### src/rtl/branch_predict_unit.sv
// Branch resolution unit with a 2-bit-counter BHT for fetch-time prediction.
// Optional event counters are built only when BPU_STATS_EN is defined.
module branch_predict_unit #(
  parameter int DATA_W    = 32,
  parameter int BHT_DEPTH = 64
) (
  input  logic              clk,
  input  logic              rst_n,
  input  logic              ex_valid,
  input  logic              ex_stall,
  input  logic [4:0]        ex_op,
  input  logic [DATA_W-1:0] ex_rs,
  input  logic [DATA_W-1:0] ex_rt,
  input  logic [31:0]       ex_pc,
  input  logic [15:0]       ex_imm,
  input  logic [25:0]       ex_j_addr,
  input  logic              ex_pred_taken,
  input  logic [31:0]       if_pc,
  output logic              if_pred_taken,
  output logic              res_valid,
  output logic              res_taken,
  output logic              res_mispredict,
  output logic [31:0]       res_target,
  output logic [31:0]       stat_branches,
  output logic [31:0]       stat_mispredicts
);
  localparam int IDX_W = $clog2(BHT_DEPTH);

  localparam logic [4:0] OP_BNE  = 5'b01010;
  localparam logic [4:0] OP_BGTZ = 5'b01011;
  localparam logic [4:0] OP_BGEZ = 5'b01100;
  localparam logic [4:0] OP_BEQ  = 5'b01101;
  localparam logic [4:0] OP_BLEZ = 5'b01110;
  localparam logic [4:0] OP_BLTZ = 5'b01111;
  localparam logic [4:0] OP_J    = 5'b10000;

  logic [1:0]       bht [BHT_DEPTH];
  logic [IDX_W-1:0] ex_idx;
  logic [IDX_W-1:0] if_idx;
  logic [1:0]       ctr_cur;
  logic [1:0]       ctr_next;
  logic             is_branch;
  logic             is_cond;
  logic             taken;
  logic             accepted;
  logic             mispredict_next;
  logic [31:0]      pc_plus4;
  logic [31:0]      br_target;
  logic [31:0]      j_target;
  logic [31:0]      target_next;
  logic             unused_bits;

  assign ex_idx = ex_pc[IDX_W+1:2];
  assign if_idx = if_pc[IDX_W+1:2];
  assign unused_bits = ^{if_pc[31:IDX_W+2], if_pc[1:0]};

  // Fetch read sees the pre-update counter even when EX writes the same entry.
  assign if_pred_taken = bht[if_idx][1];

  assign pc_plus4  = ex_pc + 32'd4;
  assign br_target = pc_plus4 + {{14{ex_imm[15]}}, ex_imm, 2'b00};
  assign j_target  = {pc_plus4[31:28], ex_j_addr, 2'b00};

  always_comb begin
    is_branch = 1'b1;
    is_cond   = 1'b1;
    taken     = 1'b0;
    case (ex_op)
      OP_BEQ:  taken = (ex_rs == ex_rt);
      OP_BNE:  taken = (ex_rs != ex_rt);
      OP_BGTZ: taken = ($signed(ex_rs) >  0);
      OP_BGEZ: taken = ($signed(ex_rs) >= 0);
      OP_BLEZ: taken = ($signed(ex_rs) <= 0);
      OP_BLTZ: taken = ($signed(ex_rs) <  0);
      OP_J: begin
        taken   = 1'b1;
        is_cond = 1'b0;
      end
      default: begin
        is_branch = 1'b0;
        is_cond   = 1'b0;
      end
    endcase
  end

  assign accepted        = ex_valid & ~ex_stall & ~res_mispredict & is_branch;
  assign mispredict_next = taken != ex_pred_taken;

  always_comb begin
    target_next = pc_plus4;
    if (taken) target_next = (ex_op == OP_J) ? j_target : br_target;
  end

  always_comb begin
    ctr_cur  = bht[ex_idx];
    ctr_next = ctr_cur;
    if (taken && ctr_cur != 2'b11) ctr_next = ctr_cur + 2'd1;
    else if (!taken && ctr_cur != 2'b00) ctr_next = ctr_cur - 2'd1;
  end

  always_ff @(posedge clk or negedge rst_n) begin
    if (!rst_n) begin
      for (int i = 0; i < BHT_DEPTH; i++) bht[i] <= 2'b01;
    end else if (accepted && is_cond) begin
      bht[ex_idx] <= ctr_next;
    end
  end

  // Outside a stall the result drops back to idle, which also clears any squash.
  always_ff @(posedge clk or negedge rst_n) begin
    if (!rst_n) begin
      res_valid      <= 1'b0;
      res_taken      <= 1'b0;
      res_mispredict <= 1'b0;
      res_target     <= 32'd0;
    end else if (!ex_stall) begin
      res_valid      <= accepted;
      res_mispredict <= accepted & mispredict_next;
      if (accepted) begin
        res_taken  <= taken;
        res_target <= target_next;
      end
    end
  end

`ifdef BPU_STATS_EN
  logic [31:0] branch_cnt;
  logic [31:0] mispredict_cnt;

  always_ff @(posedge clk or negedge rst_n) begin
    if (!rst_n) begin
      branch_cnt     <= 32'd0;
      mispredict_cnt <= 32'd0;
    end else begin
      if (accepted && branch_cnt != 32'hFFFF_FFFF)
        branch_cnt <= branch_cnt + 32'd1;
      if (accepted && mispredict_next && mispredict_cnt != 32'hFFFF_FFFF)
        mispredict_cnt <= mispredict_cnt + 32'd1;
    end
  end

  assign stat_branches    = branch_cnt;
  assign stat_mispredicts = mispredict_cnt;
`else
  assign stat_branches    = 32'd0;
  assign stat_mispredicts = 32'd0;
`endif

endmodule

### config.mk
export PLATFORM = sky130hd
export DESIGN_NAME = branch_predict_unit
export DESIGN_NICKNAME = d
export VERILOG_FILES = /design/src/rtl/branch_predict_unit.sv
export SDC_FILE = /design/constraint.sdc
export NUM_CORES = 1
export LEC_CHECK = 0
export ABC_AREA = 1
export CORE_AREA = 2 2 238 240
export DETAILED_ROUTE_END_ITERATION = 12
export DIE_AREA = 0 0 240 242
export PLACE_DENSITY = 0.5
export SYNTH_ARGS = -nofsm -noshare
export SYNTH_HDL_FRONTEND = slang
export SYNTH_SLANG_ARGS = --single-unit
### constraint.sdc
create_clock -name clk -period 3.4 [get_ports clk]
set_clock_uncertainty 0.2 [all_clocks]
set_input_delay 0.68 -clock clk [delete_from_list [all_inputs] [get_ports clk]]
set_output_delay 0.68 -clock clk [all_outputs]
set_load 0.1 [all_outputs]
==> results_dict.tcl <==
set metrics [dict create \
    antennaDiodeCount 0 \
    p_clk_share_pct 28.0 \
    num_vias 14900 \
    fmax_ghz 0.294 \
    cts.path.max_buffers 2 \
    hold_viol 0 \
    coreArea_sq_um 55700 \
    grt_overflow 0 \
    internal_power_mw 4.07 \
    reg2reg_from "bht[15]" \
    seq_power_share_pct 29.6 \
    synthTopCellsByArea "nand2_1 (25%), dfrtp_1 (19%), dfstp_2 (13%)" \
    worstPathArrival_ps 3590 \
    crit_fanout 5 \
    cp_common_cell "nand3_2" \
    switching_share_pct 43.6 \
    die_x_um 240 \
    synthDistinctLibCells 52 \
    drt-pass1-iter-count 7 \
    end_kind "flip-flop" \
    drv_slew 0 \
    hold_path_class "flip-flop to flip-flop" \
    ys.flop_type "dfrtp_1" \
    drt.antenna.violating_nets 0 \
    power_leakage_nw 9.35 \
    syn_inst 2071 \
    rsz0062_at_grt "true" \
    crit_chain "buf_8, buf_12, nand2_8, nor2_4, buf_6, nand3_4, nor4_4, nand3_2, nor2_4, xnor2_1, inv_2, ha_4, nand2_4, nor3_4, nand4_1, nand3_1, nand2_1, nand3_2, nand3_2, nand3_2, nand2_2" \
    max_stage_delay_ps 310 \
    synthesis.area_sq_um 13200 \
    worstSetupStartpointType "primary input" \
    grt_start_max_net_pins 63 \
    hold_depth 2 \
    drive_gt1_share_pct 26.1 \
    status "finished with violations" \
    vias_per_cell 4.52 \
    reg2reg_to "bht[70]" \
    synth_top_area_cell "nand2_1" \
    initial_utilization_pct 23.6 \
    min_to "bht[110]" \
    fin_crit_ps 3400 \
    ys_ff_latch 163 \
    clkSinkCount 163 \
    syn_area_per_cell_sq_um 6.36 \
    antenna_found_initial 0 \
    power_density_nw_per_um2 367 \
    cts_tree "built" \
    hold_slack_ps 267 \
    drt_iter0_markers 1039 \
    routed_wl_um 54300 \
    grt_pass1_vias 14500 \
    cap_violations 0 \
    synth_top_area_share_pct 24.6 \
    worst_pin_slew_ps 525 \
    wire_per_inst_um 16.5 \
    ir_drop_mv 0.417 \
    finalInstanceArea_sq_um 19600 \
    fp.dieH_um 242 \
    p_switching_mw 3.14 \
    drc 0 \
    cp_slowest_cell "ha_4" \
    synthTopCellsByCount "nand2_1 (861), inv_1 (222), nor2_1 (139)" \
    clk_latency_ps 500 \
    violations "setup timing" \
    synth-warning-count 0 \
    h-tree-depth 4 \
    synth_most_common_cell "nand2_1" \
    gr-usage-all-layers_pct 18.6 \
    port_buffers 189 \
    numCtsBuffers 17 \
    place.gp.congestion 0.929 \
    holdCritStartpoint "bht[110]" \
    required_ps 3590 \
    setup_slack_ps -0.0651 \
    critPathKind "primary input to flip-flop" \
    r2r_slack_ps 650 \
    die_area_sq_um 58100 \
    rows 87 \
    finalCritPeriodShare_pct 100 \
    synth-async-reset-ratio_pct 100 \
    setup_viol_count_final 1 \
    cts_root_buffer "clkbuf_16" \
    grt_pass1_wl_um 83200 \
    synth-edff-count 0 \
    dp_hpwl_um 40900 \
    power_frac_comb_pct 42.4 \
    postLayoutCoreUtil_pct 35.3 \
    final_nets 2746 \
    placed_cell_area_sq_um 17800 \
    pin_count 280 \
    reg2reg_depth 18 \
    syn_to_final_growth_pct 49.3 \
    relSlewSlack_pct 65.0 \
    cts.clk_slew.worst_paths_ps 70 \
    seq_area_frac_synth_pct 31.6 \
]
-- worst max path at each step --
stage / startpoint / to / slack [ps]
after floorplan: ex_pc[3] / res_target[27] / -40
after global placement: ex_pc[7] / res_target[28] / -1270
after detailed placement: ex_pc[7] / res_target[28] / -1270
after CTS: ex_pc[22] / res_target[27] / 0.5
after global routing: ex_pc[4] / res_target[24] / -120
final: ex_pc[4] / res_target[24] / -0.07
-- sequential cells by signal, summed over array words and instances (netlist names) --
name / count
res_mispredict: 1
bht: 128
res_valid: 1
res_target: 32
res_taken: 1
-- repair_timing --
| item | in CTS | in global routing |
|---|---|---|
| endpoints found under the setup margin | 154 | 151 |
| pin swaps | 33 | 67 |
| hold buffers | 1 | 0 |
| hold endpoints to repair | 22 | 0 |
| buffers inserted | 17 | 17 |
| resized for setup | 141 | 171 |
-- kinds of logic after synthesis --
family | Yosys count | synth area share, %
buffers and inverters | 363 | 13.2
DFF | 163 | 31.6
and+or+nand+nor | 1219 | 37.9
other | 1 | 0.0285
xor gates and xnor gates | 48 | 3.41
adders and majority gates | 39 | 3.76
AOI/OAI and AO/OA | 238 | 10.1
-- worst max-delay path, delay by kind of cell --
| kind | cells | cell delay, ps |
|---|---|---|
| xor+xnor | 1 | 170 |
| fa+ha+maj | 1 | 310 |
| buf+inv | 4 | 420 |
| simple gates | 15 | 1980 |
-- power groups by stage --
stage / Sequential [mW] / Clock, mW / Combinational, mW
2_1_floorplan: 2.94 / 0 / 1.07
3_3_place_gp: 2.17 / 0 / 2.85
6_report: 2.13 / 2.01 / 3.06
3_5_place_dp: 2.17 / 0 / 2.85
4_1_cts: 2.14 / 2.06 / 2.93
5_1_grt: 2.15 / 2.14 / 3.23
-- area by class of cell --
type                            count  area [sq um]
Fill cell                        5981         36100
Multi-Input combinational cell   1608          8670
Timing Repair Buffer              500          4390
Sequential cell                   163          4160
Tap cell                          756           946
Inverter                          237           907
Clock buffer                       20           457
Clock inverter                     11           118
-- layout by cell type, fill, tap and decap left out, types with 9 or more instances in the layout --
cell	count
nand2_1	831
buf_4	316
inv_1	204
clkdlybuf4s50_1	128
nor2_1	108
dfrtp_1	99
o21ai_0	74
nor3_1	66
a21oi_1	64
conb_1	64
dfstp_2	64
nand3_1	60
nand4_1	33
xnor2_1	26
inv_2	25
nand2_2	22
ha_4	22
nor2_4	20
buf_12	19
o21ai_1	17
clkbuf_16	17
ha_1	16
nor2_2	14
nand3_2	13
xor2_1	12
buf_6	12
o211ai_1	11
nor3_2	10
nand2_4	10
a21oi_2	10
a22oi_1	9
o21ai_2	9
-- metal layers --
| layer | up-vias | global-route usage, % | share of wire [%] |
|---|---|---|---|
| li1 | 7357 | - | - |
| met4 | 0 | 6.28 | 2.6 |
| met5 | - | 0 | 0 |
| met1 | 7034 | 25.4 | 46 |
| met2 | 421 | 29.6 | 46 |
| met3 | 80 | 3.17 | 5.6 |
-- per-stage QoR --
stage | TNS [ps] | setup slack [ps] | cells | power, mW
floorplan | -86.5 | -41.0 | 2134 | 4.01
global placement | -117420 | -1270 | 3231 | 5.01
detailed placement | -128420 | -1270 | 3231 | 5.02
CTS | 0 | 0.474 | 3280 | 7.13
global route | -919 | -124 | 3295 | 7.52
finish | -0.0651 | -0.0651 | 3295 | 7.20
(Power assumes the default switching activity.)
